<file path="src/rtl/wave_pkg.sv">
// Shared definitions for the waveform capture path: FSM encodings, sample RAM
// geometry and the default trigger threshold.
package wave_pkg;

  localparam int unsigned WAVE_HALF_AW = 8;
  localparam int unsigned WAVE_AW      = 9;
  localparam int unsigned WAVE_DW      = 8;

  localparam logic [WAVE_DW-1:0] WAVE_TRIG_LEVEL = 8'd128;

  typedef enum logic [1:0] {
    ST_ARMED  = 2'd0,
    ST_ACTIVE = 2'd1,
    ST_WAIT   = 2'd2
  } wave_state_e;

endpackage

</file>
<file path="src/rtl/dffre.sv">
// Resettable flop bank with load enable; reset is asynchronous and active-high.
module dffre #(
  parameter int unsigned   W       = 1,
  parameter logic [W-1:0]  RST_VAL = '0
) (
  input  logic         clk,
  input  logic         rst,
  input  logic         en,
  input  logic [W-1:0] d,
  output logic [W-1:0] q
);

  always_ff @(posedge clk or posedge rst) begin
    if (rst) begin
      q <= RST_VAL;
    end else if (en) begin
      q <= d;
    end
  end

endmodule

</file>
<file path="src/rtl/wave_trigger_detect.sv">
// Rising-edge trigger detector: remembers the last accepted sample and flags an
// upward crossing of the threshold by the current sample.
module wave_trigger_detect
  import wave_pkg::*;
#(
  parameter logic [WAVE_DW-1:0] TRIG_LEVEL = WAVE_TRIG_LEVEL
) (
  input  logic               clk,
  input  logic               reset,
  input  logic               accept,
  input  logic [WAVE_DW-1:0] sample_in,
  output logic               trig
);

  logic [WAVE_DW-1:0] prev_sample_q;
  logic [WAVE_DW-1:0] prev_sample_d;

  always_comb begin
    prev_sample_d = accept ? sample_in : prev_sample_q;
  end

  // Resets to the threshold so the very first sample cannot look like a crossing.
  always_ff @(posedge clk or posedge reset) begin
    if (reset) begin
      prev_sample_q <= TRIG_LEVEL;
    end else begin
      prev_sample_q <= prev_sample_d;
    end
  end

  assign trig = (prev_sample_q < TRIG_LEVEL) && (sample_in >= TRIG_LEVEL);

endmodule

</file>
<file path="src/rtl/wave_capture_ctrl.sv">
// Ping-pong write controller for the 512x8 waveform RAM: decimates samples,
// waits for a trigger, fills the hidden half and swaps halves on vsync.
module wave_capture_ctrl
  import wave_pkg::*;
#(
  parameter int unsigned        DECIM      = 1,
  parameter logic [WAVE_DW-1:0] TRIG_LEVEL = WAVE_TRIG_LEVEL,
  parameter int unsigned        TIMEOUT    = 1024
) (
  input  logic               clk,
  input  logic               reset,
  input  logic               new_sample,
  input  logic [WAVE_DW-1:0] sample_in,
  input  logic               vsync,
  output logic               wr_en,
  output logic [WAVE_AW-1:0] wr_addr,
  output logic [WAVE_DW-1:0] wr_data,
  output logic               read_index,
  output logic [1:0]         state,
  output logic               frame_ready
);

  localparam int unsigned   TW     = (TIMEOUT > 2) ? $clog2(TIMEOUT) : 1;
  localparam logic [TW-1:0] T_LAST = (TIMEOUT == 0) ? '0 : TW'(TIMEOUT - 1);
  localparam logic [7:0]    D_LAST = 8'(DECIM - 1);

  wave_state_e              state_q, state_d;
  logic [WAVE_HALF_AW-1:0]  wr_ptr_q, wr_ptr_d;
  logic                     read_index_q, read_index_d;
  logic                     wr_en_q, wr_en_d;
  logic [WAVE_AW-1:0]       wr_addr_q, wr_addr_d;
  logic [WAVE_DW-1:0]       wr_data_q, wr_data_d;
  logic                     frame_ready_q, frame_ready_d;

  logic [7:0]    decim_cnt_q, decim_cnt_d;
  logic [TW-1:0] timeout_cnt_q, timeout_cnt_d;
  logic          timeout_clr, timeout_inc, timeout_en, timeout_hit;
  logic          accept, trig;

  // new_sample is a single-cycle strobe with no back-pressure: every accepted
  // sample is consumed in the cycle it arrives, so back-to-back strobes are safe.
  assign accept      = new_sample && (decim_cnt_q == 8'd0);
  assign decim_cnt_d = (decim_cnt_q == D_LAST) ? 8'd0 : decim_cnt_q + 8'd1;

  dffre #(.W(8), .RST_VAL(8'd0)) u_decim_cnt (
    .clk (clk),
    .rst (reset),
    .en  (new_sample),
    .d   (decim_cnt_d),
    .q   (decim_cnt_q)
  );

  assign timeout_hit   = (TIMEOUT != 0) && (timeout_cnt_q == T_LAST);
  assign timeout_en    = timeout_clr || timeout_inc;
  assign timeout_cnt_d = timeout_clr ? '0 :
                         (timeout_cnt_q == T_LAST) ? timeout_cnt_q : timeout_cnt_q + 1'b1;

  dffre #(.W(TW), .RST_VAL('0)) u_timeout_cnt (
    .clk (clk),
    .rst (reset),
    .en  (timeout_en),
    .d   (timeout_cnt_d),
    .q   (timeout_cnt_q)
  );

  wave_trigger_detect #(.TRIG_LEVEL(TRIG_LEVEL)) u_trig (
    .clk       (clk),
    .reset     (reset),
    .accept    (accept),
    .sample_in (sample_in),
    .trig      (trig)
  );

  always_comb begin
    state_d      = state_q;
    wr_ptr_d     = wr_ptr_q;
    read_index_d = read_index_q;
    wr_en_d      = 1'b0;
    wr_addr_d    = wr_addr_q;
    wr_data_d    = wr_data_q;
    timeout_clr  = 1'b0;
    timeout_inc  = 1'b0;
    case (state_q)
      ST_ARMED: begin
        if (accept) begin
          if (trig || timeout_hit) begin
            wr_en_d     = 1'b1;
            wr_addr_d   = {~read_index_q, 8'd0};
            wr_data_d   = sample_in;
            wr_ptr_d    = 8'd1;
            timeout_clr = 1'b1;
            state_d     = ST_ACTIVE;
          end else begin
            timeout_inc = 1'b1;
          end
        end
      end
      ST_ACTIVE: begin
        if (accept) begin
          wr_en_d   = 1'b1;
          wr_addr_d = {~read_index_q, wr_ptr_q};
          wr_data_d = sample_in;
          wr_ptr_d  = wr_ptr_q + 8'd1;
          if (wr_ptr_q == 8'hFF) begin
            state_d = ST_WAIT;
          end
        end
      end
      ST_WAIT: begin
        // Only swap once the whole half is written; earlier vsyncs are ignored.
        if (vsync) begin
          read_index_d = ~read_index_q;
          state_d      = ST_ARMED;
        end
      end
      default: state_d = ST_ARMED;
    endcase
    frame_ready_d = (state_d == ST_WAIT);
  end

  always_ff @(posedge clk or posedge reset) begin
    if (reset) begin
      state_q       <= ST_ARMED;
      wr_ptr_q      <= '0;
      read_index_q  <= 1'b0;
      wr_en_q       <= 1'b0;
      wr_addr_q     <= '0;
      wr_data_q     <= '0;
      frame_ready_q <= 1'b0;
    end else begin
      state_q       <= state_d;
      wr_ptr_q      <= wr_ptr_d;
      read_index_q  <= read_index_d;
      wr_en_q       <= wr_en_d;
      wr_addr_q     <= wr_addr_d;
      wr_data_q     <= wr_data_d;
      frame_ready_q <= frame_ready_d;
    end
  end

  assign wr_en       = wr_en_q;
  assign wr_addr     = wr_addr_q;
  assign wr_data     = wr_data_q;
  assign read_index  = read_index_q;
  assign state       = state_q;
  assign frame_ready = frame_ready_q;

endmodule

</file>
<file path="config.mk">
export PLATFORM = sky130hd
export DESIGN_NAME = wave_capture_ctrl
export DESIGN_NICKNAME = d
export VERILOG_FILES = /design/src/rtl/wave_pkg.sv /design/src/rtl/dffre.sv /design/src/rtl/wave_trigger_detect.sv /design/src/rtl/wave_capture_ctrl.sv
export SDC_FILE = /design/constraint.sdc
export NUM_CORES = 1
export LEC_CHECK = 0
export BUFFER_PORTS_ARGS = -buffer_cell sky130_fd_sc_hd__buf_2
export CORE_ASPECT_RATIO = 0.75
export CORE_UTILIZATION = 30
export DETAILED_ROUTE_END_ITERATION = 10
export PLACE_DENSITY_LB_ADDON = 0.3
export SYNTH_ARGS = -nofsm -noshare
export SYNTH_HDL_FRONTEND = slang
export SYNTH_HIERARCHICAL = 1
export SYNTH_SLANG_ARGS = --single-unit
</file>
<file path="constraint.sdc">
create_clock -name clk -period 2.8 [get_ports clk]
set_input_delay 0.14 -clock clk [delete_from_list [all_inputs] [get_ports clk]]
set_output_delay 0.14 -clock clk [all_outputs]
set_load 0.05 [all_outputs]
</file>
Word-level counts from Yosys, hierarchy flattened:

Cells that the tools add are included.

* flip-flop bits (word level): 56
* input bits: 12
* output and inout bits: 22
* word-level logic and storage cells: 64

* add/subtract/negate cells: 3
* magnitude comparators: 2
* equality and inequality tests: 9
* multiplexer cells: 29
* bitwise logic cells: 1
* reductions and logical operators: 10

Operators with widths (count)
* 2-to-1 mux 8 bit: 7
* one-hot mux 8 bit (2 select lines): 2
* 2-to-1 mux 9 bit: 3
* 2-to-1 mux 10 bit: 2
* one-hot mux 9 bit (2 select lines): 1
* adder 8 x 1 -> 8 bit, second input constant: 2
* adder 10 x 1 -> 10 bit, second input constant: 1
* == test 10 bit, second input constant: 1
* 2-to-1 mux 2 bit: 5
* == test 8 bit, second input constant: 1
* >= comparator 8 bit, second input constant: 1
* zero test 8 bit: 1
* < comparator 8 bit, second input constant: 1
* 2-to-1 mux 1 bit: 7
* one-hot mux 2 bit (3 select lines): 1
* == test 2 bit, second input constant: 2
* != test 2 x 1 -> 1 bit, second input constant: 2
* != test 2 bit, second input constant: 2
* AND reduction 2 bit: 2
* AND reduction 4 bit: 1
* == test 2 x 1 -> 1 bit, second input constant: 1
* logical AND 1 bit: 2
* zero test 2 bit: 1
* logical OR 1 bit: 2
* 3 further kinds: 3

Logic depth before layout (Yosys ltp):

Gate-level depths: netlist (run 1).

* depth in word-level cells: 8
* depth in mapped cells: 9

Hierarchy:

The synthesis (run 1) kept the hierarchy.

Modules (own cells, without submodules)
* wave_capture_ctrl: times used 1, cells each 191, area an instance 1778.0 µm², seq. area each 750.7 µm²
* dffre (u_timeout_cnt): times used 1, cells each 22, area an instance 415.4 µm², seq. area each 250.2 µm²
* dffre (u_decim_cnt): times used 1, cells each 18, area an instance 335.3 µm², seq. area each 200.2 µm²
* wave_trigger_detect: times used 1, cells each 4, area an instance 51.3 µm², seq. area each 26.3 µm²

Least setup slack after synthesis (run 1):

OpenSTA, ideal clock, no wires.

* path kind: flip-flop to flip-flop
* start: register u_decim_cnt.q[0]
* end: register u_timeout_cnt.q[4]
* library setup time: 0.125 ns
* data arrival time: 2.106 ns
* data required time: 2.675 ns
* path slack: 0.569 ns
* cell stages (with the launch flop): 9
* path buffers: 0
* period minus slack after synthesis: 2.231 ns
* cells stage by stage: dfrtp_1 > inv_1 > ha_1 > or4b_4 > nor4_4 > o21ai_0 > nor2_4 > nor3_1 > mux2_4

RTL lines
* start, declared: RTL line dffre.sv:10 `output logic [W-1:0] q`
* start signal, assigned: RTL line dffre.sv:15 `q <= RST_VAL;`
* start signal, assigned: RTL line dffre.sv:17 `q <= d;`
* zero test 8 bit: RTL line wave_capture_ctrl.sv:42 `assign accept = new_sample && (decim_cnt_q == 8'd0);`
* logical AND 1 bit: RTL line wave_capture_ctrl.sv:42
* 2-to-1 mux 1 bit: RTL line wave_capture_ctrl.sv:85 `if (accept) begin`
* 2-to-1 mux 1 bit: RTL line wave_capture_ctrl.sv:83 `case (state_q)`
* 2-to-1 mux 10 bit: RTL line wave_capture_ctrl.sv:55 `assign timeout_cnt_d = timeout_clr ? '0 :`
* via timeout_cnt_d[4]: RTL line wave_capture_ctrl.sv:36 `logic [TW-1:0] timeout_cnt_q, timeout_cnt_d;`
* end signal, assigned: RTL line dffre.sv:15
* end signal, assigned: RTL line dffre.sv:17
* end, declared: RTL line dffre.sv:10

The timed path passes the listed nets, and every way through them passes these cells.
A chain may end at the register's enable or synchronous reset.

Worst setup path in the final report (run 1):

* start: register u_decim_cnt.q[0]
* end: register u_timeout_cnt.q[8]

* word-level cells in the longest chain between the ends: 6

Ends and longest elaborated chain
* zero test 8 bit *: RTL line wave_capture_ctrl.sv:42
* logical AND 1 bit *: RTL line wave_capture_ctrl.sv:42
* via accept: RTL line wave_capture_ctrl.sv:38 `logic accept, trig;`
* 2-to-1 mux 1 bit: RTL line wave_capture_ctrl.sv:85
* 2-to-1 mux 1 bit: RTL line wave_capture_ctrl.sv:83
* logical OR 1 bit *: RTL line wave_capture_ctrl.sv:54 `assign timeout_en = timeout_clr || timeout_inc;`
* via timeout_en: RTL line wave_capture_ctrl.sv:37 `logic timeout_clr, timeout_inc, timeout_en, timeout_hit;`
* AND reduction 2 bit (no line) *

The timed path passes the listed nets; every way through them passes the cells marked *.

==> results.cfg, run 1 <==
[synthesis]
syn_area_mm2 = 0.00258
avgSynthCellArea_um2 = 11.0
yosys_warnings = 6
netlist.area_leader.share_pct = 46.6
yosysSeqAreaShare_pct = 47.6
ys_seq_elements = 49
synthTopCellsByArea = dfrtp_1, mux2_4, nand2_1
syn_inst = 235
synth_cell_types = 41
synth_top_area_cell = dfrtp_1
syn_nets = 251

[finish]
diodes = 0
area_growth_pct = 16.5
nets = 290
final_cell_mix = dfrtp_1, nand2_1, buf_2
final_util_pct = 37.1
multi_input_comb_area_mm2 = 0.00125
layout-drive-gt1-share_pct = 27.6
stdcell_count = 380
nFillCells = 812
layout_commonest_cell = dfrtp_1
regArea_mm2 = 0.00123

[power]
power_density_mw_per_mm2 = 955
peakVddDrop_mv = 0.503
power_mw = 2.87
p_leak_nw = 1.44

[global_route]
antenna_found_initial = 0
grt_pass1_wl_mm = 8.91
gr-total-overflow = 0
grt_pass1_vias = 1804
grt_max_degree = 31
gr-usage-all-layers_pct = 12.8

[place]
io_buffer_count = 33
place_hpwl_mm = 3.59
place_ws_ps = 333
gp_congestion = 0.749
dp_cells = 371

[clocking]
cts.sinks = 49
cts_tree = built
cts.repair.resized = 0
cts.reportedPaths.clkPinSlew_ps = 70
cts_buffers = 5
cts_buffer_depth = 2
h-tree-depth = 2
clk_latency_ps = 280
post_cts_buffers = 0
cts_hold_buffers = 1
clockRootBuffer = clkbuf_16

[floorplan]
die-area_mm2 = 0.00898
start_util_pct = 31.9
fp.coreArea_mm2 = 0.00809
num_rows = 28
die_height_um = 82.3
io_pins = 34
die_w_um = 109

[sta]
slew_violations = 0
fin_ws_ps = 300
tns_ps = 0
rsz0062_at_grt = false
hold_viol_final = 0
period_needed_ps = 2500
slew_headroom_pct = 66.3
finalSetupViolCount = 0
worst_pin_slew_ps = 502
max_freq_mhz = 400
finalClockSkew_ps = 5.03
min_period_over_period_pct = 89.3

[setup_path]
start_kind = register
cp-end-kind = register
cp.arrival_ps = 2670
ff2ff_setup_slack_ps = 300
cp_slowest_cell = or4b_4
worstRegToRegCells = 7
critPathKind = reg2reg
timing.rr.start = u_decim_cnt/q[0]
cp_slowest_stage_delay_ps = 510
crit_required_ps = 2970
path_max_fanout = 6
r2r_end = u_timeout_cnt/q[8]
timing.critical_path.cells = inv_1 > ha_1 > or4b_4 > nor4b_4 > and3_1 > buf_4 > mux2_4

[flow_run]
cap_violations = 0

[status]
outcome = complete, no violations

[routing]
wl_mm = 5.17
drt-initial-drc-count = 80
ant_nets = 0
drc = 0
post_drt_wl_per_cell_um = 13.6
vias = 1827
first_pass_iters = 4
routed_via_density = 4.81

[hold_path]
hold-path-cell-count = 3
holdCritStartpoint = sample_in[1]
hold_path.class = in2reg
min_to = wr_data[1]
where the power goes:
| part | internal (mW) | switching, mW | total [mW] |
|---|---|---|---|
| sequential | 0.916 | 0.204 | 1.12 |
| combinational | 0.382 | 0.772 | 1.15 |
| clock | 0.332 | 0.264 | 0.595 |
cell type report:
class                   count  area share (%)
clock buffers               6            4.29
clock inverters             2           0.500
inverters                  13            1.62
multi-input cells         167            41.5
flip-flops and latches     49            40.8
well taps                 105            4.37
repair buffers             38            6.83
critical path, delay by kind of cell, from the launching register on:
kind | cells | cell delay, ps
muxes | 1 | 310
DFF | 1 | 420
and+or+nand+nor | 3 | 1180
adders and majority gates | 1 | 130
buffers and inverters | 2 | 330
cells by family after synthesis:
logic type / Yosys count / share of synthesized area, %
muxes: 20 / 11.4
buffers and inverters: 19 / 4.03
DFF: 49 / 47.6
adders and majority gates: 4 / 1.94
xor gates and xnor gates: 10 / 3.39
and+or+nand+nor: 94 / 21.3
AOI/OAI and AO/OA: 39 / 10.3
routing by layer:
metal  vias to the layer above  track usage (%)  wire length [um]
met3                         5             2.75               215
met2                        35             20.3              2200
met5                         -                0                 0
met1                       872             17.6              2690
met4                         0             4.05                57
li1                        915                -                 -
cells in the mapped netlist, drive strengths merged:
library cell,instances
or4b,1
and2,2
and3,7
a31o,1
dfstp,1
buf,6
xnor2,6
and4,3
a31oi,3
a22o,11
xor2,4
or3,2
a21oi,6
a311oi,1
nor4,1
o211ai,1
nor3b,1
nand2,33
nor2b,2
o31ai,2
a211oi,2
nor2,13
nor4b,1
mux2,19
dfrtp,48
nand2b,1
nor3,10
inv,13
nand3,12
o311a,1
or4,1
mux2i,1
ha,4
o21ai,11
nand4,4
per-stage QoR:
step / cell area, um^2 / hold slack (ps)
floorplan: 2580 / -44.3
global placement: 2850 / 149
detailed placement: 2850 / 147
CTS: 3010 / 48.3
global route: 3010 / 48.0
finish: 3010 / 52.0
sequential cells by signal, indices dropped and copies added, names as in the netlist:
name and cells:
wr_data 8, wr_en 1, u_trig/prev_sample_q 1, frame_ready 1, read_index 1, u_decim_cnt/q 8
state 2, wr_ptr_q 8, u_timeout_cnt/q 10, wr_addr 9
worst max path at each step:
stage                                 from                  to  slack [ps]  cells past startpoint
after floorplan           u_decim_cnt/q[0]  u_timeout_cnt/q[4]         570                      8
after global placement    u_decim_cnt/q[0]  u_timeout_cnt/q[2]         350                      7
after detailed placement  u_decim_cnt/q[0]  u_timeout_cnt/q[4]         330                      8
after CTS                 u_decim_cnt/q[0]  u_timeout_cnt/q[4]         320                      8
after global routing      u_decim_cnt/q[0]  u_timeout_cnt/q[4]         140                      8
final                     u_decim_cnt/q[0]  u_timeout_cnt/q[8]         300                      7
No activity file was read; power rests on OpenSTA's default activity.
==> run 2: changes to the inputs <==
- PLACE_DENSITY: default -> 0.57
- PLACE_DENSITY_LB_ADDON: 0.3 -> default
==> run 2 against run 1 <==
  * Count of clock-buffer cells in the layout is 1 lower
  * Critical path type unchanged
  * Register-to-register slack hardly changed
  * Largest power group unchanged
  * Global-route usage is 0.49 points lower
  * Largest cell class unchanged
  * Hold slack worse by 5.2 ps
  * Setup slack better by 2.9 ps
  * Wire length is 0.85% higher
  * Via count is 1.3% lower
==> results.cfg, run 2 (synthesis gave the netlist of run 1 again) <==
[setup_path]
start_kind = register
critPathKind = reg2reg
worstRegToRegCells = 7
crit_cells = 7
timing.critical_path.cells = inv_1 > ha_1 > or4b_4 > nor4b_4 > and3_1 > buf_4 > mux2_4
crit_family = simple AND/OR/NAND/NOR gates
cp_slowest_cell = or4b_4
critical_path_buf_inv_count = 2
cp.arrival_ps = 2670
cp_slowest_stage_delay_ps = 520
path_max_fanout = 6
crit_required_ps = 2970
cp-end-kind = register

[clocking]
clk_latency_ps = 280
cts.sinks = 49
cts_buffer_depth = 2
h-tree-depth = 2
cts_tree = built
cts_buffers = 5
cts_hold_buffers = 1
post_cts_buffers = 0
clockRootBuffer = clkbuf_16
cts.reportedPaths.clkPinSlew_ps = 70
cts.repair.resized = 0

[sta]
worst_pin_slew_ps = 507
finalClockSkew_ps = 4.46
tns_ps = 0
rsz0062_at_grt = false
slew_headroom_pct = 66.0
slew_violations = 0
period_needed_ps = 2500
fin_hold_ws_ps = 46.8
min_period_over_period_pct = 89.2
hold_viol_final = 0
max_freq_mhz = 400
finalSetupViolCount = 0

[flow_run]
cap_violations = 0

[finish]
area_growth_pct = 16.6
final_cell_mix = dfrtp_1, nand2_1, buf_2
largest_reg_flops = 10
final_util_pct = 37.2
nets = 290
nFillCells = 793
layout_commonest_cell = dfrtp_1
top_register = u_timeout_cnt/q
diodes = 0
layout-drive-gt1-share_pct = 28.0

[power]
peakVddDrop_mv = 0.511
power_switching_mw = 1.24
pwr-share-comb_pct = 40.3
p_leak_nw = 1.45
power_density_mw_per_mm2 = 956
seq_power_share_pct = 38.8
clock_power_share_pct = 20.9
switching_share_pct = 43.3
power_mw = 2.87
intPower_mw = 1.63

[global_route]
grt_pass1_wl_mm = 8.61
antenna_found_initial = 0
gr-usage-all-layers_pct = 12.4
gr-total-overflow = 0
grt_pass1_vias = 1755
grt_max_degree = 31

[hold_path]
hold_path.class = in2reg
hold-path-cell-count = 3

[routing]
routed_via_density = 4.74
drt-initial-drc-count = 124
post_drt_wl_per_cell_um = 13.7
first_pass_iters = 4
drc = 0
ant_nets = 0
vias = 1803
wl_mm = 5.21

[floorplan]
die_height_um = 82.3
fp.coreArea_mm2 = 0.00809
num_rows = 28
die_w_um = 109
start_util_pct = 31.9
die-area_mm2 = 0.00898
io_pins = 34

[place]
gp_congestion = 0.762
place_hpwl_mm = 3.62
io_buffer_count = 33

[status]
outcome = complete, no violations
==> run 2: cell types whose count changed in the layout (fill, tap and decap cells not counted) <==
cell        change
inv_6           +1
clkinv_2        +1
clkinvlp_4      -1
clkbuf_1        -1
==> run 2: area by class of cell <==
type                    instances  area [um^2]  share of cell area, %
well taps                     105          131                   4.37
clock inverters                 3         21.3                  0.707
flip-flops and latches         49         1230                   40.8
clock buffers                   5          125                   4.16
repair buffers                 38          205                   6.82
multi-input cells             167         1250                   41.5
inverters                      13         48.8                   1.62
==> run 2: per-layer routing <==
metal	vias up	routed length, um	GRT usage [%]
met5	-	0	0
met4	0	24	3.24
met3	2	166	2.59
met2	28	2200	19.4
met1	851	2820	17.2
li1	922	-	-
==> run 2: metrics by stage <==
step | area, um^2 | setup slack [ps] | instances
global placement | 2850 | 355 | 371
CTS | 3010 | 293 | 380
finish | 3010 | 303 | 380
global route | 3010 | 131 | 380
floorplan | 2580 | 569 | 235
detailed placement | 2850 | 320 | 371
==> run 2: final timing paths <==
kind / endpoint / slack (ps) / start
worst max-delay path: u_timeout_cnt/q[4] / 300 / u_decim_cnt/q[0]
min in group asynchronous: u_decim_cnt/q[7] / 380 / reset
worst min register to register: wr_data[5] / 460 / wr_data[5]
worst max register to register: u_timeout_cnt/q[4] / 300 / u_decim_cnt/q[0]
worst min-delay path: wr_data[4] / 50 / sample_in[4]
max in group asynchronous: wr_ptr_q[4] / 2000 / reset
==> run 2: power groups by stage <==
stage	clock [mW]	sequential [mW]	combinational, mW
after floorplan	0	1.51	0.532
after global placement	0	1.13	1.15
after detailed placement	0	1.13	1.17
after CTS	0.627	1.12	1.17
after global routing	0.653	1.16	1.26
final	0.600	1.12	1.16
==> run 2: tightest hold or removal path: cells and delay by family <==
kind          cells  cell delay, ps
simple gates      2              90
buf+inv           1              70
